**src/rtl/traffic_light_pkg.sv**
```systemverilog
// Shared types, lamp encodings and round-robin lane picker for the
// multi-lane traffic-light controller.
package traffic_light_pkg;

  typedef enum logic [1:0] {
    GREEN    = 2'd0,
    YELLOW   = 2'd1,
    ALL_RED  = 2'd2,
    PED_WALK = 2'd3
  } tl_state_t;

  // Per-lane lamp word, packed as {red, yellow, green}
  localparam logic [2:0] LAMP_RED    = 3'b100;
  localparam logic [2:0] LAMP_YELLOW = 3'b010;
  localparam logic [2:0] LAMP_GREEN  = 3'b001;

  localparam int MAX_LANES  = 32;
  localparam int LANE_IDX_W = 5;

  // First occupied lane after cur in cyclic order; cur itself is the last
  // candidate. Falls back to plain rotation when no lane is occupied.
  function automatic logic [LANE_IDX_W-1:0] next_lane(
    input logic [MAX_LANES-1:0]  present,
    input logic [LANE_IDX_W-1:0] cur,
    input int unsigned           n
  );
    int unsigned j;
    j = (32'(cur) + 32'd1) % n;
    next_lane = j[LANE_IDX_W-1:0];
    for (int unsigned k = MAX_LANES; k >= 1; k--) begin
      if (k <= n) begin
        j = (32'(cur) + k) % n;
        if (present[j[LANE_IDX_W-1:0]]) next_lane = j[LANE_IDX_W-1:0];
      end
    end
  endfunction

endpackage

```
**src/rtl/tl_tick_prescaler.sv**
```systemverilog
// Divides clk down to a one-cycle tick strobe every TICK_DIV cycles;
// clear restarts the count so every phase begins on a fresh tick period.
module tl_tick_prescaler #(
  parameter int TICK_DIV = 1
) (
  input  logic clk,
  input  logic rst,
  input  logic clear,
  output logic tick
);

  localparam int CW = (TICK_DIV > 1) ? $clog2(TICK_DIV) : 1;

  logic [CW-1:0] cnt;

  assign tick = (cnt == CW'(TICK_DIV - 1));

  always_ff @(posedge clk) begin
    if (rst || clear || tick) cnt <= '0;
    else                      cnt <= cnt + 1'b1;
  end

endmodule

```
**src/rtl/multi_lane_traffic_light.sv**
```systemverilog
// N-lane round-robin intersection controller with empty-lane skipping and a
// latched pedestrian WALK phase; lamps are decoded from registered state only.
module multi_lane_traffic_light
  import traffic_light_pkg::*;
#(
  parameter int NUM_LANES     = 4,
  parameter int TICK_DIV      = 1,
  parameter int GREEN_TICKS   = 8,
  parameter int YELLOW_TICKS  = 3,
  parameter int ALL_RED_TICKS = 2,
  parameter int PED_TICKS     = 6
) (
  input  logic                         clk,
  input  logic                         rst,
  input  logic                         pedstrian_button,
  input  logic [NUM_LANES-1:0]         car_present,
  output logic [NUM_LANES-1:0]         red,
  output logic [NUM_LANES-1:0]         yellow,
  output logic [NUM_LANES-1:0]         green,
  output logic                         walk,
  output logic [$clog2(NUM_LANES)-1:0] cur_lane
);

  localparam int LW      = $clog2(NUM_LANES);
  localparam int MAX_GY  = (GREEN_TICKS > YELLOW_TICKS) ? GREEN_TICKS : YELLOW_TICKS;
  localparam int MAX_AP  = (ALL_RED_TICKS > PED_TICKS) ? ALL_RED_TICKS : PED_TICKS;
  localparam int MAX_DUR = (MAX_GY > MAX_AP) ? MAX_GY : MAX_AP;
  localparam int TW      = $clog2(MAX_DUR + 1);

  if (NUM_LANES < 2 || NUM_LANES > MAX_LANES) begin : g_bad_lanes
    $error("NUM_LANES must be in 2..%0d", MAX_LANES);
  end
  if (TICK_DIV < 1) begin : g_bad_div
    $error("TICK_DIV must be >= 1");
  end
  if (GREEN_TICKS < 1 || YELLOW_TICKS < 1 || ALL_RED_TICKS < 1 || PED_TICKS < 1) begin : g_bad_dur
    $error("all phase durations must be >= 1");
  end

  tl_state_t      state;
  logic [TW-1:0]  timer;
  logic [TW-1:0]  dur_last;
  logic           ped_pending;
  logic           tick;
  logic           phase_done;
  logic           go_walk;
  logic [LW-1:0]  lane_nxt;

  tl_tick_prescaler #(.TICK_DIV(TICK_DIV)) u_prescaler (
    .clk   (clk),
    .rst   (rst),
    .clear (phase_done),
    .tick  (tick)
  );

  always_comb begin
    dur_last = TW'(GREEN_TICKS - 1);
    case (state)
      GREEN:    dur_last = TW'(GREEN_TICKS - 1);
      YELLOW:   dur_last = TW'(YELLOW_TICKS - 1);
      ALL_RED:  dur_last = TW'(ALL_RED_TICKS - 1);
      PED_WALK: dur_last = TW'(PED_TICKS - 1);
      default:  dur_last = TW'(GREEN_TICKS - 1);
    endcase
  end

  assign phase_done = tick && (timer == dur_last);
  // A press in the final all-red cycle still wins this rotation
  assign go_walk    = ped_pending || pedstrian_button;
  assign lane_nxt   = LW'(next_lane(MAX_LANES'(car_present), LANE_IDX_W'(cur_lane), NUM_LANES));

  always_ff @(posedge clk) begin
    if (rst) begin
      state       <= GREEN;
      cur_lane    <= '0;
      timer       <= '0;
      ped_pending <= 1'b0;
    end else begin
      if (phase_done) begin
        timer <= '0;
        case (state)
          GREEN:  state <= YELLOW;
          YELLOW: state <= ALL_RED;
          ALL_RED: begin
            if (go_walk) begin
              state <= PED_WALK;
            end else begin
              state    <= GREEN;
              cur_lane <= lane_nxt;
            end
          end
          default: begin
            state    <= GREEN;
            cur_lane <= lane_nxt;
          end
        endcase
      end else if (tick) begin
        timer <= timer + 1'b1;
      end

      if (phase_done && state == ALL_RED && go_walk) ped_pending <= 1'b0;
      else if (state != PED_WALK && pedstrian_button) ped_pending <= 1'b1;
    end
  end

  for (genvar i = 0; i < NUM_LANES; i++) begin : g_lamp
    logic [2:0] lamp;
    always_comb begin
      lamp = LAMP_RED;
      if (cur_lane == LW'(i)) begin
        if (state == GREEN)       lamp = LAMP_GREEN;
        else if (state == YELLOW) lamp = LAMP_YELLOW;
      end
    end
    assign {red[i], yellow[i], green[i]} = lamp;
  end

  assign walk = (state == PED_WALK);

endmodule
```
**config.mk**
```make
export PLATFORM = sky130hd
export DESIGN_NAME = multi_lane_traffic_light
export DESIGN_NICKNAME = d
export VERILOG_FILES = /design/src/rtl/traffic_light_pkg.sv /design/src/rtl/tl_tick_prescaler.sv /design/src/rtl/multi_lane_traffic_light.sv
export SDC_FILE = /design/constraint.sdc
export NUM_CORES = 1
export LEC_CHECK = 0
export CAP_MARGIN = 20
export CORE_UTILIZATION = 50
export CTS_CLUSTER_SIZE = 16
export DETAILED_ROUTE_END_ITERATION = 8
export DONT_BUFFER_PORTS = 1
export HOLD_SLACK_MARGIN = 0.1
export PLACE_DENSITY_LB_ADDON = 0.05
export SETUP_SLACK_MARGIN = 0.1
export SLEW_MARGIN = 20
export SYNTH_ARGS = -nofsm -noshare
export SYNTH_HDL_FRONTEND = slang
export SYNTH_HIERARCHICAL = 1
export SYNTH_SLANG_ARGS = --single-unit
```
**constraint.sdc**
```tcl
create_clock -name clk -period 2.25 [get_ports clk]
set_clock_uncertainty 0.2 [all_clocks]
set_input_delay 0.3375 -clock clk [delete_from_list [all_inputs] [get_ports clk]]
set_output_delay 0.3375 -clock clk [all_outputs]
set_load 0.02 [all_outputs]
```
==> results.md <==
- Final global-route overflow total: 0
- Worst setup margin: 0.2164 ns
- Number of placed I/O pins: 22
- Standby leakage power: 0.0004063 uW
- Synthesis warning total: 6
- Synthesized net count: 111
- Cell types occupying the most area after synthesis: dfxtp_1, ha_1, nor2_1, and2_1, mux2i_1
- Number of instances in the synthesized netlist: 95
- Critical path capture point type: output port
- Crit Path Class: reg -> out
- Residual DRC: 0
- Clk slew on worst S/H paths: 0.07 ns
- Tot GR Track Use: 0.1948
- Footprint of the flip-flops and latches: 200.2 um^2
- Core Util, Final: 0.6355
- Router iterations before antenna repair: 4
- Worst-path fanout max: 5
- Status: finished, final reports clean
- Commonest cells in the netlist: nor2_1, dfxtp_1, and2_1, ha_1, inv_1
- Max-slew violation count: 0
- CP top delay family: simple AND/OR/NAND/NOR gates
- Slowest stage delay, CP: 0.37 ns
- Top-area cell type share of the netlist area: 0.2432
- Part of the Yosys area used for sequential elements: 0.2432
- Worst hold-check path type: in -> reg
- Inserted Clock Buffers: 3
- Unrepaired setup endpoints after global routing: true
- Start point of the critical path: cur_lane[0]$_SDFFE_PP0P_
- Number of vias after detailed routing: 681
- Horizontal die dimension: 42.58 um
- Count of state elements after synthesis: 10
- Cell area reported after detailed placement: 893.4 um^2
- Endpoint arrival time on the critical path: 1.50 ns
- Final design area excluding fillers: 968.4 um^2
- First-pass GRT wire length: 2608 um
- Fraction of registers with async set or reset after synthesis: 0
- Worst vdd ir: 334.5 uV
- Unique masters post-synth: 33
- Number of failing setup endpoints in the final timing report: 0
- DR WL/cell: 12.47 um
- IO Port Bufs: 0
- Summed instance area of the synthesized netlist: 823.3 um^2
- Area enclosed by the die boundary: 1813 um^2
- R2r startpoint: state[0]$_SDFFE_PP0P_
- Antenna Violating Nets Remaining: 0
- Count leader, synth: nor2_1
- Setup total negative slack: 0 ns
- Library cell used as clock root buffer: clkbuf_4
- Core outline area: 1524 um^2
- Final period utilization: 0.9038
- FMAX: 491.7 MHz
- Pwr Density: 407.2 nW/um^2
- Total power of the final layout: 394.3 uW
- Share of post-route cells with drive strength above 1: 0.2150
- Highest-delay cell along the critical path: dfxtp_1
- Starting utilization of the core area: 0.5402
- Final GP Congestion: 0.7442
- Vias in the first global route: 650
- Worst-case setup slack after placement: 0.1408 ns
- Clock tree from TritonCTS: built
- Predominant post-synthesis flop cell: dfxtp_1
- Clock Latency Late Sink: 0.27 ns
- Multi-input gate area: 594.3 um^2
- Number of antenna repair diodes: 0
- Routed via count divided by cell count: 5.537
- Post CTS Setup Buffer Count: 0
- Largest area contributor in the synthesized netlist: dfxtp_1
- Data required time at the worst endpoint: 1.71 ns
- Worst Min Path Start: rst
- Ordered cell list for the critical path: buf_4 > ha_1 > and2_1 > nor2_4
- Area growth syn-to-layout: 17.63%
- Chip Height: 42.58 um
- Nets@finish: 124
- Total detailed-routing wirelength: 1534 um
- Placed wire-length estimate: 1178 um
- Number of cell rows: 14
- Clock Path Buffers: 2
- Maximum capacitance violations: 0
- DRC violation total after the first TritonRoute iteration: 13
- Largest net degree at the start of global routing: 9
- Final Hold Fails: 0
- Number of enable flip-flop cells after synthesis: 0
- Critical path startpoint category: flip-flop
- Layout fillers: 146
- Number of clock sinks: 10
- Antenna violations before repair: 0
- Buf/Inv on CP: 1
- Deepest level of the CTS H-tree: 1
- Clock period minus final worst setup slack: 2.034 ns
- Syn avg cell area: 8.666 um^2
cell usage in the layout, fill, tap and decap left out, types with 5 or more instances in the layout:
cell / instances
buf_4: 10
nor2_1: 14
dfxtp_1: 10
ha_1: 9
and2_1: 7
inv_1: 6
mux2i_1: 5
layer usage:
metal / global-route usage / share of wire
met3: 0.06034 / 0.059
met4: 0.09375 / 0.022
met5: 0 / 0
met1: 0.2255 / 0.46
met2: 0.3231 / 0.45
state kept, by name, summed over array words and instances (netlist names):
name / count
cur_lane: 2
ped_pending: 1
u_prescaler/cnt: 1
state: 2
timer: 4
logic make-up after synthesis:
logic type | count (synthesis) | share of synthesized area
other cells | 1 | 0.004555
xor+xnor | 5 | 0.05320
compound gates | 11 | 0.08663
fa+ha+maj | 9 | 0.1368
buf+inv | 10 | 0.05773
flops | 10 | 0.2432
simple gates | 38 | 0.2432
mux | 11 | 0.1748
power by group:
part | switching [uW] | leakage (uW) | internal [uW] | total, uW
registers | 8.04 | 0.0000817 | 183 | 191
clock network | 69.9 | 0.0000210 | 98.4 | 168
logic | 14.4 | 0.000304 | 20.3 | 34.7
final cells by class:
type,instances,area share
timing repair buffer,12,0.09819
inverter,6,0.02326
tap,16,0.02067
sequential,10,0.2067
clock buffer,4,0.03747
multi-input combinational,75,0.6137
final timing paths:
kind / to / slack (ns) / cells after the start
worst max-delay path: red[3] / 0.22 / 4
worst min-delay path: timer[0]$_SDFFE_PP0P_ / 0.11 / 2
worst max register to register: cur_lane[0]$_SDFFE_PP0P_ / 0.24 / 7
worst min register to register: ped_pending$_SDFFE_PP0P_ / 0.32 / 2
stage by stage:
stage	hold slack (ns)	std cells
final	0.1087	123
after global routing	0.1209	123
after CTS	0.1054	123
after detailed placement	0.2142	117
after global placement	0.2129	117
after floorplan	0.2945	95
timing repair:
item / in CTS / in global routing
pin swaps: 0 / 0
endpoints found under the setup margin: 2 / 4
hold endpoints to repair: 5 / 0
resized for setup: 2 / 5
hold buffers: 2 / 0
(Power assumes the default switching activity.)
